**config.mk**
```make
export PLATFORM = sky130hd
export DESIGN_NAME = mem_port_arbiter
export DESIGN_NICKNAME = d
export VERILOG_FILES = /design/src/rtl/mem_port_arbiter.sv
export SDC_FILE = /design/constraint.sdc
export NUM_CORES = 1
export LEC_CHECK = 0
export ABC_CLOCK_PERIOD_IN_PS = 5650
export BUFFER_PORTS_ARGS = -buffer_cell sky130_fd_sc_hd__buf_4
export CAP_MARGIN = 20
export CORE_AREA = 2 2 759 761
export DETAILED_ROUTE_END_ITERATION = 12
export DIE_AREA = 0 0 761 763
export GPL_TIMING_DRIVEN = 0
export SLEW_MARGIN = 20
export SYNTH_ARGS = -nofsm -noshare
export SYNTH_HDL_FRONTEND = slang
export SYNTH_SLANG_ARGS = --single-unit
```
**constraint.sdc**
```tcl
create_clock -name clk -period 5.65 [get_ports clk]
set_clock_uncertainty 0.2 [all_clocks]
set_input_delay 0.565 -clock clk [delete_from_list [all_inputs] [get_ports clk]]
set_output_delay 0.565 -clock clk [all_outputs]
set_load 0.02 [all_outputs]
```
**src/rtl/mem_port_arbiter.sv**
```systemverilog
// -----------------------------------------------------------------------------
// mem_port_arbiter
//
// Shares a single memory port among NUM_CH requesters (ifmap decompressor,
// weight buffer, compressor, psum spill, ...). Each channel is either a read
// or a write channel (CH_IS_WR). Grants are round-robin and combinational.
// Each channel owns an auto-incrementing address counter. Reads are tracked
// in a FIFO of channel IDs so that in-order memory returns can be steered back
// to the requester with zero latency.
//
// Optional feature macro: ARB_URGENT_EN
//   When defined, adds input ch_urgent. Eligible urgent channels win over
//   non-urgent ones, lowest index first, and the round-robin pointer is not
//   advanced by urgent grants.
//
// Ports
//   clk, rst_n       clock, asynchronous active-low reset
//   cfg_start        pulse: load base addresses, flush tracker, clear error
//   cfg_base_addr    per-channel start address (sampled on cfg_start)
//   ch_req           level request per channel
//   ch_wdata         per-channel write data (write channels only)
//   ch_urgent        per-channel urgent flag (ARB_URGENT_EN only)
//   ch_ack           one-hot grant, request accepted this cycle
//   ch_rdata         read data broadcast to all channels
//   ch_rvalid        one-hot: ch_rdata belongs to channel i
//   mem_ready        memory can accept a request this cycle
//   mem_req_valid    request present on mem_* this cycle
//   mem_we           1 = write request
//   mem_addr         request address
//   mem_wdata        write data (0 for reads)
//   mem_rdata        read return data
//   mem_rvalid       read return valid, returns arrive in request order
//   outst_cnt        number of reads in flight
//   err_sticky       a return arrived with nothing in flight
// -----------------------------------------------------------------------------
module mem_port_arbiter #(
  parameter int                NUM_CH    = 4,
  parameter int                ADDR_W    = 32,
  parameter int                DATA_W    = 256,
  parameter int                MAX_OUTST = 16,
  parameter logic [NUM_CH-1:0] CH_IS_WR  = 4'b0100
) (
  input  logic                        clk,
  input  logic                        rst_n,
  input  logic                        cfg_start,
  input  logic [NUM_CH*ADDR_W-1:0]    cfg_base_addr,
  input  logic [NUM_CH-1:0]           ch_req,
  input  logic [NUM_CH*DATA_W-1:0]    ch_wdata,
`ifdef ARB_URGENT_EN
  input  logic [NUM_CH-1:0]           ch_urgent,
`endif
  output logic [NUM_CH-1:0]           ch_ack,
  output logic [DATA_W-1:0]           ch_rdata,
  output logic [NUM_CH-1:0]           ch_rvalid,
  input  logic                        mem_ready,
  output logic                        mem_req_valid,
  output logic                        mem_we,
  output logic [ADDR_W-1:0]           mem_addr,
  output logic [DATA_W-1:0]           mem_wdata,
  input  logic [DATA_W-1:0]           mem_rdata,
  input  logic                        mem_rvalid,
  output logic [$clog2(MAX_OUTST):0]  outst_cnt,
  output logic                        err_sticky
);

  localparam int CH_W  = $clog2(NUM_CH);
  localparam int PTR_W = $clog2(MAX_OUTST);
  localparam int CNT_W = PTR_W + 1;

  // Per-channel views of the flattened buses and the address counters
  logic [ADDR_W-1:0] addr_arr  [NUM_CH];
  logic [ADDR_W-1:0] base_arr  [NUM_CH];
  logic [DATA_W-1:0] wdata_arr [NUM_CH];

  logic [CH_W-1:0]   rr_ptr_reg;

  // Read tracker: FIFO of channel IDs
  logic [CH_W-1:0]   trk_mem [MAX_OUTST];
  logic [PTR_W-1:0]  trk_rd_reg;
  logic [PTR_W-1:0]  trk_wr_reg;
  logic [CNT_W-1:0]  trk_cnt_reg;
  logic              trk_full;
  logic              trk_empty;
  logic              push;
  logic              pop;
  logic [CH_W-1:0]   trk_head;

  logic              err_reg;

  logic [NUM_CH-1:0] elig;
  logic              rr_valid;
  logic [CH_W-1:0]   rr_idx;
  logic [CH_W:0]     cand;
  logic              grant_valid;
  logic [CH_W-1:0]   grant_idx;
  logic              ptr_adv;

  assign trk_full  = (trk_cnt_reg == CNT_W'(MAX_OUTST));
  assign trk_empty = (trk_cnt_reg == '0);

  // ---------------------------------------------------------------------------
  // Per-channel eligibility and address counters
  // ---------------------------------------------------------------------------
  for (genvar gi = 0; gi < NUM_CH; gi++) begin : g_ch
    logic [ADDR_W-1:0] addr_reg;

    assign base_arr[gi]  = cfg_base_addr[gi*ADDR_W +: ADDR_W];
    assign wdata_arr[gi] = ch_wdata[gi*DATA_W +: DATA_W];
    assign addr_arr[gi]  = addr_reg;

    // Fullness is judged on the registered count, so a pop in the same
    // cycle does not open a slot for a new read.
    assign elig[gi] = ch_req[gi] & mem_ready & ~cfg_start & rst_n &
                      (CH_IS_WR[gi] | ~trk_full);

    always_ff @(posedge clk or negedge rst_n) begin
      if (!rst_n) begin
        addr_reg <= '0;
      end else if (cfg_start) begin
        addr_reg <= base_arr[gi];
      end else if (grant_valid && (grant_idx == CH_W'(gi))) begin
        addr_reg <= addr_reg + 1'b1;
      end
    end
  end

  // ---------------------------------------------------------------------------
  // Round-robin search from rr_ptr_reg. Scanning from the far end down means
  // the last hit written is the nearest eligible channel to the pointer.
  // ---------------------------------------------------------------------------
  always_comb begin
    rr_valid = 1'b0;
    rr_idx   = '0;
    cand     = '0;
    for (int k = NUM_CH - 1; k >= 0; k--) begin
      cand = {1'b0, rr_ptr_reg} + (CH_W+1)'(k);
      if (cand >= (CH_W+1)'(NUM_CH)) begin
        cand = cand - (CH_W+1)'(NUM_CH);
      end
      if (elig[cand[CH_W-1:0]]) begin
        rr_valid = 1'b1;
        rr_idx   = cand[CH_W-1:0];
      end
    end
  end

`ifdef ARB_URGENT_EN
  logic            urg_valid;
  logic [CH_W-1:0] urg_idx;

  // Lowest-index eligible urgent channel
  always_comb begin
    urg_valid = 1'b0;
    urg_idx   = '0;
    for (int k = NUM_CH - 1; k >= 0; k--) begin
      if (elig[k] && ch_urgent[k]) begin
        urg_valid = 1'b1;
        urg_idx   = CH_W'(k);
      end
    end
  end

  assign grant_valid = urg_valid | rr_valid;
  assign grant_idx   = urg_valid ? urg_idx : rr_idx;
  assign ptr_adv     = rr_valid & ~urg_valid;
`else
  assign grant_valid = rr_valid;
  assign grant_idx   = rr_idx;
  assign ptr_adv     = rr_valid;
`endif

  always_ff @(posedge clk or negedge rst_n) begin
    if (!rst_n) begin
      rr_ptr_reg <= '0;
    end else if (cfg_start) begin
      rr_ptr_reg <= '0;
    end else if (ptr_adv) begin
      rr_ptr_reg <= (grant_idx == CH_W'(NUM_CH - 1)) ? '0 : grant_idx + 1'b1;
    end
  end

  // ---------------------------------------------------------------------------
  // Memory request and grant outputs
  // ---------------------------------------------------------------------------
  always_comb begin
    ch_ack        = '0;
    mem_req_valid = grant_valid;
    mem_we        = 1'b0;
    mem_addr      = '0;
    mem_wdata     = '0;
    if (grant_valid) begin
      ch_ack[grant_idx] = 1'b1;
      mem_we            = CH_IS_WR[grant_idx];
      mem_addr          = addr_arr[grant_idx];
      if (CH_IS_WR[grant_idx]) begin
        mem_wdata = wdata_arr[grant_idx];
      end
    end
  end

  // ---------------------------------------------------------------------------
  // Read tracker. Small enough for LUT storage; the head is read
  // combinationally so returns are steered in the same cycle.
  // ---------------------------------------------------------------------------
  assign push     = grant_valid & ~CH_IS_WR[grant_idx];
  assign pop      = mem_rvalid & ~trk_empty;
  assign trk_head = trk_mem[trk_rd_reg];

  always_ff @(posedge clk) begin
    if (push) begin
      trk_mem[trk_wr_reg] <= grant_idx;
    end
  end

  always_ff @(posedge clk or negedge rst_n) begin
    if (!rst_n) begin
      trk_rd_reg  <= '0;
      trk_wr_reg  <= '0;
      trk_cnt_reg <= '0;
    end else if (cfg_start) begin
      trk_rd_reg  <= '0;
      trk_wr_reg  <= '0;
      trk_cnt_reg <= '0;
    end else begin
      if (push) begin
        trk_wr_reg <= trk_wr_reg + 1'b1;
      end
      if (pop) begin
        trk_rd_reg <= trk_rd_reg + 1'b1;
      end
      trk_cnt_reg <= trk_cnt_reg + CNT_W'(push) - CNT_W'(pop);
    end
  end

  // A return with nothing in flight is dropped and flagged
  always_ff @(posedge clk or negedge rst_n) begin
    if (!rst_n) begin
      err_reg <= 1'b0;
    end else if (cfg_start) begin
      err_reg <= 1'b0;
    end else if (mem_rvalid && trk_empty) begin
      err_reg <= 1'b1;
    end
  end

  always_comb begin
    ch_rvalid = '0;
    if (pop) begin
      ch_rvalid[trk_head] = 1'b1;
    end
  end

  assign ch_rdata   = mem_rdata;
  assign outst_cnt  = trk_cnt_reg;
  assign err_sticky = err_reg;

endmodule

```
## Word-level counts from Yosys, hierarchy flattened

Memory sizes are Yosys's and may differ from the RTL's.
Index checks and enable logic that the tools add are counted.

| storage, ports and cells | value |
|---|---|
| flip-flop bits (word level) | 144 |
| bits in latches | 0 |
| bits in writable memories | 32 |
| ROM bits | 0 |
| input port bits | 1417 |
| logic and storage cells | 140 |
| memories kept | 1 |

| cells by class | value |
|---|---|
| add/subtract/negate cells | 16 |
| $mul | 0 |
| div/mod/pow operators | 0 |
| $lt $le $gt $ge | 13 |
| equality and inequality tests | 4 |
| shifts and indexed selects | 0 |
| multiplexer cells | 58 |
| bitwise operators | 22 |
| reductions and logical operators | 17 |

Memories:

| name | words | width | rd ports | clocked after Yosys merged registers in | write ports | RTL line | RTL |
|---|---|---|---|---|---|---|---|
| trk_mem | 16 | 2 | 1 | 0 | 1 | 78 | `logic [CH_W-1:0] trk_mem [MAX_OUTST];` |

Operators with widths:

| cell | count |
|---|---|
| $mux 256 | 4 |
| $bmux 256 s2 | 1 |
| $mux 32 | 11 |
| $add 32x1->32 const B | 4 |
| $bmux 32 s2 | 1 |
| $mux 4 | 6 |
| $mux 2 | 11 |
| $lt 2x3->1 const B | 6 |
| $and 1x1->1 | 17 |
| $mux 1 | 16 |
| $reduce_bool 2->1 | 8 |
| $ge 3x3->1 const B | 4 |
| $bmux 1 s2 | 5 |
| $add 4x1->4 const B | 2 |
| $sub 2x1->2 const B | 4 |
| $logic_and 1x1->1 | 7 |
| $add 2x2->3 const B | 2 |
| $add 5x1->5 | 1 |
| $eq 5x5->1 const B | 1 |
| $logic_not 5->1 | 1 |
| $mux 5 | 1 |
| $sub 5x1->5 | 1 |
| $demux 1 s2 | 2 |
| $eq 2x2->1 const B | 2 |
| other kinds (8) | 12 |

## Logic depth before layout (Yosys ltp)

| depth | value |
|---|---|
| depth in word-level cells | 17 |
| gate-level depth with buffers | 22 |

## Worst setup path after synthesis

No wires, ideal clock.

| path | value |
|---|---|
| path type | register to register |
| start point | register trk_cnt_reg[3], in the netlist outst_cnt[3] |
| end point | register trk_cnt_reg[4], in the netlist outst_cnt[4] |
| library setup time | 78 ps |
| arrival | 4073 ps |
| required time | 5372 ps |
| path slack | 1299 ps |
| cell stages (with the launch flop) | 21 |
| path buffers | 2 |
| cell sequence | dfrtp_1 inv_1 ha_1 and4bb_1 o32ai_1 a2111o_1 buf_6 clkbuf_1 ha_1 a2111oi_4 inv_1 ha_1 inv_1 ha_1 inv_1 fa_1 inv_1 a21oi_1 nor2_1 or3_1 a21oi_1 |

| between the ends | value |
|---|---|
| cells in the longest elaborated chain, start to end | 16 |

Ends and longest elaborated chain:

| item | RTL line | RTL |
|---|---|---|
| from (decl) | 81 | `logic [CNT_W-1:0] trk_cnt_reg;` |
| from (signal assigned) | 231 | `trk_cnt_reg <= trk_cnt_reg + CNT_W'(push) - CNT_W'(pop);` |
| $eq 5x5->1 | 98 | `assign trk_full = (trk_cnt_reg == CNT_W'(MAX_OUTST));` |
| $not 1->1 | 114 | `(CH_IS_WR[gi] \| ~trk_full);` |
| $and 1x1->1 | 113 | `assign elig[gi] = ch_req[gi] & mem_ready & ~cfg_start & rst_n &` |
| $bmux 1 s2 | 140 | `if (elig[cand[CH_W-1:0]]) begin` |
| $mux 1 (not written as such) | 140 |  |
| $mux 2 (4 in series) | 140 |  |
| $bmux 1 s2 | 205 | `assign push = grant_valid & ~CH_IS_WR[grant_idx];` |
| $mux 1 (not written as such) | 205 |  |
| $not 1->1 | 205 |  |
| $and 1x1->1 | 205 |  |
| $add 5x1->5 | 231 |  |
| $sub 5x1->5 * | 231 |  |
| $mux 5 * | 220 | `end else if (cfg_start) begin` |

Mark *: on every way between the ends. The rest lies on a longest branch, timed or not. The select of a mux whose other input is x is not followed.
A chain may end at the register's enable or synchronous reset.

## Final worst setup path

| path | value |
|---|---|
| start point | register trk_cnt_reg[3], in the netlist outst_cnt[3] |
| end point | output mem_wdata[231] |

| between the ends | value |
|---|---|
| cells in the longest elaborated chain, start to end | 15 |

Ends and longest elaborated chain:

| item | RTL line | RTL |
|---|---|---|
| $eq 5x5->1 * | 98 |  |
| $not 1->1 * | 114 |  |
| $and 1x1->1 | 113 |  |
| $bmux 1 s2 | 140 |  |
| $mux 1 (not written as such) | 140 |  |
| $mux 2 (4 in series) | 140 |  |
| $not 2->3 (not written as such) | 196 | `mem_wdata = wdata_arr[grant_idx];` |
| $bmux 256 s2 | 196 |  |
| $mux 256 (not written as such) (2 in series) | 196 |  |
| $mux 256 | 195 | `if (CH_IS_WR[grant_idx]) begin` |
| $mux 256 * | 191 | `if (grant_valid) begin` |
| to (decl) | 59 | `output logic [DATA_W-1:0] mem_wdata,` |

Marks and branches as above.

==> metrics.cfg <==
[run_status]
outcome=complete, no violations

[placed_design]
dp_slack_ps=-2730
dpl_cell_area_um2=43300
dp.cells=11604
routabilityCongestion=1.03
portBuffers=1720
dp_hpwl_um=574000

[floorplanning]
num_io_pins=1977
die_width_um=761
rows=278
fp.dieArea_um2=581000
start_util=0.0356
die_h_um=763
core_um2=572000

[timing]
drv_slew=0
fin_hold_ws_ps=21.9
worst_slew_pin_slew_ps=1110
fmax_ghz=0.180
fin_setup_tns_ps=0
setup_slack_ps=106
finalCritPeriodShare=0.981
finalSetupViolCount=0
relSlewSlack=0.248
rsz0062_at_grt=yes
hold_viol=0
fin_crit_ps=5540

[logic_synthesis]
ys_seq_area_frac=0.224
yosysTopAreaCellShare=0.286
synth.most_common_cell=mux2i_1
synthFlopType=dfrtp_1
syn-num-nets=3749
yosysTopAreaCell=mux2i_1
synth_cell_types=83
syn_inst=2312
ys_ff_latch=176
netlist_area_um2=20400
avgSynthCellArea_um2=8.82
synth_common_cells=583 x mux2i_1, 289 x o22ai_1, 287 x buf_4
synth_edf_count=32
ys_warn_count=0
async_reset_ff_frac=0.818
ys_top_cells_by_area=mux2i_1 29%, dfrtp_1 18%, buf_4 11%

[setup_path]
endpoint_kind=output pin
cp_num_buf_inv=6
crit_top_cell=buf_4
cp_slowest_cell=buf_2
crit_fanout=10
worstPathArrival_ps=4780
cp_top_family=buffers and inverters
r2r_cells=22
path_cells=inv_1, ha_1, and4bb_4, a21oi_1, a211oi_4, buf_12, buf_16, buf_4, buf_2, mux2i_1, o22ai_1, buf_4
cp.required_ps=4890
reg2reg_from=outst_cnt[3]$_DFF_PN0_
critPathLaunchType=register
cpPeakStageDelay_ps=710
worstSetupPathType=reg2out
r2r-end=outst_cnt[4]$_DFF_PN0_
ff2ff_setup_slack_ps=630

[detailed_routing]
wl_per_cell_um=50.9
ant_nets=0
drt-total-wl_um=603000
drc_errors=0
detail_route.first_pass.iterations=5
viasPerCell=2.68
vias=31762
drtIter0Drc=2962

[layout]
fin_nets=5518
largest_register_ff_count=128
utilization=0.0791
synthToLayoutAreaGrowth_pct=122
final_area_um2=45300
fin_cells=11864
drive_above_1_share=0.564

[global_route]
overflow=0
antenna_found_initial=664
grt_max_degree=75
first_global_vias=28367
grt_usage=0.199
grt_pass1_wl_um=665000

[clock_tree]
clk_latency_ps=530
clock_path_buffers=2
clkTransAtPathRegs_ps=80
cts_tree=done
cts_inserted_buffers=17
cts_max_level=4
cts_root_buf=clkbuf_16
cts.sinks=176

[pwr]
cellPowerDensity_nw_per_um2=136
p_leak_nw=16.4
p_total_mw=6.17
peakVddDrop_mv=0.208

[run]
maxCapViolations=0

[hold_path]
hold_path.class=in2async

[per-layer routing]
metal | vias up | share of wire | track usage
met2 | 2887 | 0.42 | 0.299
met5 | - | 0.0029 | 0
met1 | 15425 | 0.42 | 0.246
li1 | 12222 | - | -
met3 | 960 | 0.13 | 0.115
met4 | 268 | 0.029 | 0.0384
[worst max path at each step]
| stage | start | to | slack (ps) | cells after the start |
|---|---|---|---|---|
| final | outst_cnt[3]$_DFF_PN0_ | mem_wdata[231] | 110 | 12 |
| after CTS | outst_cnt[3]$_DFF_PN0_ | mem_wdata[24] | -20 | 12 |
| after floorplan | outst_cnt[3]$_DFF_PN0_ | outst_cnt[4]$_DFF_PN0_ | 1300 | 20 |
| after detailed placement | rst_n | mem_wdata[253] | -2730 | 16 |
| after global placement | rst_n | mem_wdata[253] | -3860 | 15 |
| after global routing | outst_cnt[3]$_DFF_PN0_ | mem_wdata[66] | -3 | 12 |
[kinds of logic (layout without fill, tap and decap cells)]
family,after synthesis,in the layout,share of synthesized area
flip-flops,176,176,0.224
adder cells (fa/ha/maj),20,20,0.0126
other,0,210,0
AO/OA/AOI/OAI,499,499,0.158
AND/OR/NAND/NOR,458,458,0.114
XOR/XNOR,75,75,0.0322
buffers and inverters,489,2271,0.161
multiplexers,595,595,0.298
[layout by cell type, fill, tap and decap left out, types with 19 or more instances in the layout]
| master | n |
|---|---|
| clkbuf_1 | 42 |
| nand2_1 | 142 |
| mux2i_1 | 538 |
| mux2i_4 | 22 |
| nor3_1 | 25 |
| or3_1 | 19 |
| o21ai_0 | 94 |
| buf_6 | 50 |
| xnor2_1 | 50 |
| a21oi_1 | 24 |
| dfrtp_1 | 144 |
| o22ai_1 | 251 |
| diode_2 | 210 |
| xor2_1 | 25 |
| nor2_1 | 70 |
| buf_2 | 67 |
| nand3_1 | 55 |
| o22ai_2 | 27 |
| edfxtp_1 | 32 |
| nand4_1 | 38 |
| mux2i_2 | 23 |
| and3_1 | 23 |
| buf_4 | 2004 |
| nor4_1 | 36 |
| inv_1 | 35 |
[worst register-to-register path: cells and delay by family, from the launching register on]
kind	cells	cell delay (ps)
fa+ha+maj	5	1220
buf+inv	9	1200
compound gates	5	1110
simple gates	3	790
flops	1	410
[power by group]
part	total (mW)	internal [mW]	switching (mW)
Sequential	1.57	1.40	0.174
Combinational	3.31	1.33	1.98
Clock	1.28	0.614	0.670
Total	6.17	3.35	2.82
[layout make-up]
type	count	area, um^2
fill	67141	527000
timing repair buffer	1750	13500
multi-input combinational	1647	13300
tap	7560	9460
sequential	176	4560
buffer	447	3260
antenna	210	526
clock buffer	21	472
inverter	42	161
clock inverter	11	100
[what timing repair did]
action,4_1_cts,5_1_grt
hold endpoints to repair,74,0
endpoints found under the setup margin,390,31
resized for setup,101,15
setup buffers,10,0
cloned,2,0
hold buffers,6,0
pin swaps,6,0
No activity file was read; power rests on OpenSTA's default activity.
